`src/rtl/swap_ctrl.sv`:
```
// Sequences atomic SWAP/COPY on a single-write, async-read register file and arbitrates it with a host port.
// Latency: SWAP done at T+4, COPY at T+2, a==b or reserved op at T+1; while busy, host ready/valid drop and start is ignored.
module swap_ctrl #(
    parameter int N     = 7,
    parameter int BITS  = 8,
    parameter int CNT_W = 16
) (
    input  logic             clk,
    input  logic             rstn,
    input  logic             start,
    input  logic [1:0]       op,
    input  logic [N-1:0]     addr_a,
    input  logic [N-1:0]     addr_b,
    output logic             busy,
    output logic             done,
    output logic             err,
    output logic [CNT_W-1:0] cmd_cnt,
    input  logic             host_w_en,
    input  logic [N-1:0]     host_w_address,
    input  logic [BITS-1:0]  host_w_data,
    output logic             host_w_ready,
    input  logic [N-1:0]     host_r_address,
    output logic [BITS-1:0]  host_r_data,
    output logic             host_r_valid,
    output logic             mem_w_en,
    output logic [N-1:0]     mem_w_address,
    output logic [BITS-1:0]  mem_w_data,
    output logic [N-1:0]     mem_r_address,
    input  logic [BITS-1:0]  mem_r_data
);

    typedef enum logic [2:0] {IDLE, RD_A, WR_A, WR_B, CPY, FIN} state_t;

    state_t          state, state_nxt;
    logic [1:0]      op_q;
    logic [N-1:0]    a_q, b_q;
    logic [BITS-1:0] temp;

    always_ff @(posedge clk or negedge rstn) begin
        if (!rstn) state <= IDLE;
        else       state <= state_nxt;
    end

    always_comb begin
        state_nxt = state;
        case (state)
            IDLE: begin
                if (start) begin
                    if (op[1] || addr_a == addr_b) state_nxt = FIN;
                    else if (op[0])                state_nxt = CPY;
                    else                           state_nxt = RD_A;
                end
            end
            RD_A:    state_nxt = WR_A;
            WR_A:    state_nxt = WR_B;
            WR_B:    state_nxt = FIN;
            CPY:     state_nxt = FIN;
            FIN:     state_nxt = IDLE;
            default: state_nxt = IDLE;
        endcase
    end

    // Operands latch only on acceptance; temp holds mem[a] across the two swap writes.
    always_ff @(posedge clk or negedge rstn) begin
        if (!rstn) begin
            op_q    <= 2'b00;
            a_q     <= '0;
            b_q     <= '0;
            temp    <= '0;
            cmd_cnt <= '0;
        end else begin
            if (state == IDLE && start) begin
                op_q <= op;
                a_q  <= addr_a;
                b_q  <= addr_b;
            end
            if (state == RD_A)
                temp <= mem_r_data;
            if (state == FIN && !op_q[1] && cmd_cnt != {CNT_W{1'b1}})
                cmd_cnt <= cmd_cnt + CNT_W'(1);
        end
    end

    always_comb begin
        mem_r_address = host_r_address;
        mem_w_en      = 1'b0;
        mem_w_address = host_w_address;
        mem_w_data    = host_w_data;
        case (state)
            IDLE: mem_w_en = host_w_en;
            RD_A: mem_r_address = a_q;
            WR_A: begin
                mem_r_address = b_q;
                mem_w_en      = 1'b1;
                mem_w_address = a_q;
                mem_w_data    = mem_r_data;
            end
            WR_B: begin
                mem_w_en      = 1'b1;
                mem_w_address = b_q;
                mem_w_data    = temp;
            end
            CPY: begin
                mem_r_address = a_q;
                mem_w_en      = 1'b1;
                mem_w_address = b_q;
                mem_w_data    = mem_r_data;
            end
            default: ;
        endcase
    end

    assign busy         = (state != IDLE);
    assign done         = (state == FIN);
    assign err          = (state == FIN) && op_q[1];
    assign host_w_ready = !busy;
    assign host_r_valid = !busy;
    assign host_r_data  = mem_r_data;

endmodule

```
`config.mk`:
```
export PLATFORM = sky130hd
export DESIGN_NAME = swap_ctrl
export DESIGN_NICKNAME = d
export VERILOG_FILES = /design/src/rtl/swap_ctrl.sv
export SDC_FILE = /design/constraint.sdc
export NUM_CORES = 1
export LEC_CHECK = 0
export BUFFER_PORTS_ARGS = -buffer_cell sky130_fd_sc_hd__buf_4
export CAP_MARGIN = 15
export CORE_MARGIN = 2
export CORE_UTILIZATION = 30
export CTS_CLUSTER_DIAMETER = 40
export CTS_CLUSTER_SIZE = 12
export DETAILED_ROUTE_END_ITERATION = 16
export PLACE_DENSITY = 0.61
export SLEW_MARGIN = 20
export SYNTH_ARGS = -nofsm -noshare
export SYNTH_HDL_FRONTEND = slang
export SYNTH_SLANG_ARGS = --single-unit
```
`constraint.sdc`:
```
create_clock -name clk -period 2 [get_ports clk]
set_input_delay 0.3 -clock clk [delete_from_list [all_inputs] [get_ports clk]]
set_output_delay 0.3 -clock clk [all_outputs]
set_load 0.02 [all_outputs]
```
==> results of run 1 <==
-- repair_timing --
action | in CTS | in global routing
resized for setup | 36 | 25
pin swaps | 11 | 15
endpoints found under the setup margin | 22 | 26
gates cloned | 2 | 1
buffers inserted | 7 | 6
-- registers in the layout (all words and copies together) (netlist names) --
signal	cells
cmd_cnt	16
temp	8
a_q	7
b_q	7
state	3
op_q	1
-- cell families after synthesis --
group	share of synthesized area [%]
mux	13.87
buf+inv	6.622
xor+xnor	5.868
compound gates	15.51
flops	35.21
simple gates	22.17
fa+ha+maj	0.7543
-- power breakdown --
part           switching, mW  total (mW)  internal (mW)  leakage, nW
logic                   2.39        4.83           2.44         1.37
clock network          0.311       0.558          0.247       0.0452
registers              0.311        1.48           1.17        0.522
-- layer usage --
metal	up-vias	track usage (%)	routed length, um
li1	1356	-	-
met1	1361	20.11	3886
met2	85	26.68	4081
met3	9	4.468	579
met4	0	3.378	86
met5	-	0	0
-- cell type report --
cell class	instances	area [um2]
multi-input combinational	243	1904
fill	972	5406
clock buffer	6	72.57
timing repair buffer	129	1105
clock inverter	2	13.76
tap	133	166.4
inverter	1	6.256
sequential	42	1055
-- worst max-delay path by stage --
stage                                    start                to  slack [ps]  cells after the start
after global placement    state[0]$_DFFE_PN0P_  mem_r_address[2]         190                      3
after detailed placement  state[0]$_DFFE_PN0P_  mem_r_address[1]         120                      6
final                     state[0]$_DFFE_PN0P_     mem_w_data[1]         -50                      7
after CTS                 state[0]$_DFFE_PN0P_  mem_r_address[6]         -40                      4
after global routing      state[0]$_DFFE_PN0P_  mem_r_address[5]        -100                      4
after floorplan           state[1]$_DFFE_PN0P_  mem_w_address[2]         150                      6
-- synthesized netlist by cell type (2+ instances only) --
cell      number
and3_1         2
a21oi_1       16
a221oi_1       8
clkbuf_1      10
a221o_1        7
a31oi_1        2
nand3_1        5
nand2_1       20
xor2_1        11
a32oi_1        7
nor3_1         2
a211oi_1      14
mux2_4        11
mux2i_1        8
dfrtp_1       42
o31ai_1        2
nor2_2         2
nor2b_1       15
nand4_1        8
mux2_2        15
buf_6          2
buf_4         10
buf_2          7
xnor2_1        9
o21ai_0        8
nand2b_1       9
nor4_1         2
or2_2          2
nor2_1        40
-- per-stage QoR --
stage               instance area, um2  power, mW
floorplan                         3035      4.181
global placement                  3889      5.485
detailed placement                3889      5.546
CTS                               4217      6.700
global route                      4323      7.309
finish                            4323      6.866
==> flow_summary.toml, run 1 <==
[run_status]
status = "complete, but fails checks"
violations = "negative hold slack, negative setup slack"

[synth]
synth_cells = 316
yosys_warnings = 0
syn_nets = 367
yosysSeqAreaShare_pct = 35.21
yosys.area.top_type = "dfrtp_1"
synth_edf_count = 0
synth_area_leaders = "dfrtp_1 35%, mux2_2 5.7%, mux2_4 5.5%, nor2_1 5.0%, a211oi_1 3.5%"
synth_async_sr_flop_share_pct = 100.0
ys_types = 49
ys_seq_elements = 42
synth_top_area_share_pct = 35.21
syn_area_per_cell_um2 = 9.447
netlist_area_um2 = 2985
synth_flop_cell = "dfrtp_1"

[place]
hpwl_um = 6008
dp_slack_ps = 118.8
placedCellCount = 533
routabilityCongestion = 0.8245
port_buffers = 101

[sta]
clock-skew-final_ps = 7.805
finalSetupViolations = 14
slew_headroom_pct = 62.09
max_freq_ghz = 0.4889
period_share_pct = 102.3
min_period_ps = 2045
hold-worst-slack_ps = -9.763
fin_tns_setup_ps = -291.8
tightestPinTransition_ps = 568.6
rsz0062_at_grt = "true"
final_hold_viol_count = 11
setup_slack_ps = -45.39
maxSlewViolCount = 0

[clock_tree]
clk_latency_ps = 300
root_buffer = "clkbuf_8"
clock_sinks = 42
hold_buffers = 0
cts_buffer_depth = 2
cts.htree.levels = 2
cts_made_buffers = 5
clk_pin_slew_ps = 90
cts_tree = "done"

[global_routing]
grt.total_usage_pct = 15.78
grt.overflow.total = 0
grt_pass1_vias = 2811
antenna_found_initial = 0
grt_max_degree = 43
grt_pass1_wl_um = 14020

[layout]
n_antenna_cell = 0
final_cell_mix = "111 x buf_4, 39 x dfrtp_1, 32 x nor2_1, 20 x nand2_1, 16 x a21oi_1"
drive_gt1_share_pct = 48.23
final_util_pct = 44.43
fin_nets = 473
mostFrequentLayoutCell = "buf_4"
syn_to_final_growth_pct = 44.80
final_cell_count_no_fill = 556

[critical_path]
crit_buf_inv = 4
path_class = "flop to output port"
critPathTopFamily = "buffers and inverters"
start_kind = "flop"
cp-end-kind = "output port"
rr_endpoint = "b_q[0]$_DFFE_PN0P_"
worstReg2RegStart = "state[1]$_DFFE_PN0P_"
rrSetupSlack_ps = 110
cp.arrival_ps = 1750
required_ps = 1700
crit_fanout = 8
path_cells = "buf_6 > buf_6 > nor2_4 > buf_12 > nor2_4 > a221oi_2 > buf_4"
cp_slowest_cell = "dfrtp_2"
rr_worst_depth = 6
critPathMaxStageDelay_ps = 440

[pwr]
powerDensity_nw_per_um2 = 1588
peakVddDrop_mv = 0.6258
leakagePower_nw = 1.940

[worst_hold_path]
hold_class = "input port to async pin"

[die]
start_util_pct = 30.68
die_h_um = 103.8
pin_count = 102
rows = 36
fp.dieW_um = 103.8
core-area_um2 = 9729
die-area_um2 = 10770

[drt]
wl_per_cell_um = 15.53
antenna_left = 0
wl_um = 8634
initialDrtViolationCount = 105
drtPass1Iterations = 4
viasPerCell = 5.056
drc_errors = 0
vias = 2811

[job]
cap_violations = 0
Note: power is estimated with default switching activity, not from simulation.
==> run 2: changes to the inputs <==
Settings changed: PLACE_DENSITY 0.61 to 0.53.
Clock period 2 ns to 2.45 ns, I/O delays scaled along.
==> flow_summary.toml, run 2 (same netlist as run 1, synthesis figures left out) <==
[pwr]
peakVddDrop_mv = 0.4197
comb_power_share_pct = 63.2
pwr-share-clk_pct = 10.0
p_int_mw = 2.636
power_mw = 4.873
leakagePower_nw = 1.762
powerDensity_nw_per_um2 = 1244
pwr-share-seq_pct = 26.8
swShare_pct = 45.91
p_switching_mw = 2.237

[global_routing]
antenna_found_initial = 0
grt.overflow.total = 0
grt.total_usage_pct = 14.82
grt_max_degree = 43
grt_pass1_wl_um = 13100
grt_pass1_vias = 2659

[place]
port_buffers = 101
placedCellCount = 529
placed_cell_area_um2 = 3806
hpwl_um = 6149
routabilityCongestion = 0.7990

[layout]
final_cell_count_no_fill = 537
n_antenna_cell = 0
regMostFlops = "cmd_cnt"
nFillCells = 1006
syn_to_final_growth_pct = 31.22
fin_nets = 454
mostFrequentLayoutCell = "buf_4"
largest_register_ffs = 16
regArea_um2 = 1060
drive_gt1_share_pct = 39.85
multiInputGateArea_um2 = 1748
final_cell_mix = "110 x buf_4, 39 x dfrtp_1, 38 x nor2_1, 20 x nand2_1, 16 x a21oi_1"
postLayoutCellArea_um2 = 3918
top_regs = "cmd_cnt x16, temp x8"

[critical_path]
path_cells = "maj3_1 > a221o_1 > buf_4"
cp.arrival_ps = 1970
critPathTopFamily = "flip-flops"
path_class = "flop to output port"
required_ps = 2080
start_kind = "flop"
crit_buf_inv = 1
cp_slowest_cell = "dfrtp_4"
critPathMaxStageDelay_ps = 610
rrSetupSlack_ps = 500
crit_fanout = 26
cp-end-kind = "output port"

[worst_hold_path]
hold_class = "input port to async pin"

[clock_tree]
cts_tree = "done"
clock_sinks = 42
cts_made_buffers = 5
clk_pin_slew_ps = 100
clk_latency_ps = 310
cts_buffer_depth = 2
cts.htree.levels = 2
root_buffer = "clkbuf_8"
cts_setup_buffers = 0

[die]
core-area_um2 = 9729
fp.dieW_um = 103.8
die-area_um2 = 10770
die_h_um = 103.8
start_util_pct = 30.68
pin_count = 102
rows = 36

[sta]
slew_headroom_pct = 52.31
tightestPinTransition_ps = 712.2
hold-worst-slack_ps = 40.99
max_freq_ghz = 0.4285
fin_tns_setup_ps = 0
finalSetupViolations = 0
maxSlewViolCount = 0
clock-skew-final_ps = 11.04
min_period_ps = 2334
rsz0062_at_grt = "false"
final_hold_viol_count = 0
period_share_pct = 95.25

[job]
cap_violations = 0

[drt]
initialDrtViolationCount = 116
drtPass1Iterations = 4
viasPerCell = 5.002
wl_um = 8217
wl_per_cell_um = 15.30
drc_errors = 0
vias = 2686
antenna_left = 0

[run_status]
status = "finished, final reports clean"
==> run 2: per-layer routing <==
layer | up-vias | GRT usage [%] | part of all wire, %
met5 | - | 0 | 0
met3 | 16 | 3.965 | 6.0
met1 | 1294 | 18.32 | 43
met4 | 0 | 5.792 | 2.6
met2 | 71 | 24.65 | 48
li1 | 1305 | - | -
==> run 2: path summary, 6_finish.rpt <==
| kind | startpoint | endpoint | depth (start not counted) |
|---|---|---|---|
| setup / recovery | state[2]$_DFFE_PN0P_ | mem_r_address[3] | 3 |
| hold / removal | rstn | cmd_cnt[12]$_DFFE_PN0P_ | 1 |
| setup reg to reg | state[2]$_DFFE_PN0P_ | b_q[4]$_DFFE_PN0P_ | 4 |
| hold reg to reg | temp[0]$_DFFE_PN0P_ | temp[0]$_DFFE_PN0P_ | 1 |
| max in group asynchronous | rstn | state[0]$_DFFE_PN0P_ | 1 |
| min in group clk | addr_b[6] | b_q[6]$_DFFE_PN0P_ | 2 |
==> run 2: repair_timing <==
item,CTS,global route
hold buffers,0,0
resized for setup,0,6
endpoints found under the setup margin,0,13
==> run 2: per-stage QoR <==
step	setup slack [ps]	util (%)
finish	116.3	40.26
detailed placement	376.9	39.12
global placement	434.1	39.12
CTS	43.67	40.08
global route	24.54	40.26
floorplan	370.2	-
==> run 2: worst reg2reg max path: cells and delay by family, from the launching register on <==
family / cells / cell delay (ps)
simple gates: 2 / 770
mux: 1 / 370
flops: 1 / 610
buf+inv: 1 / 90
==> run 2: power by group through the flow <==
stage	combinational, mW	sequential [mW]	clock (mW)
2_1_floorplan	2.18	1.15	0
4_1_cts	3.09	1.29	0.505
5_1_grt	3.31	1.36	0.537
3_3_place_gp	3.04	1.29	0
3_5_place_dp	3.08	1.30	0
6_report	3.08	1.30	0.488
==> run 2: area by class of cell <==
| type | instances | share of cell area, % |
|---|---|---|
| tap | 133 | 4.248 |
| inverter | 1 | 0.09582 |
| clock inverter | 3 | 0.6388 |
| sequential | 42 | 27.05 |
| timing repair buffer | 111 | 21.59 |
| multi-input combinational | 242 | 44.62 |
| clock buffer | 5 | 1.757 |
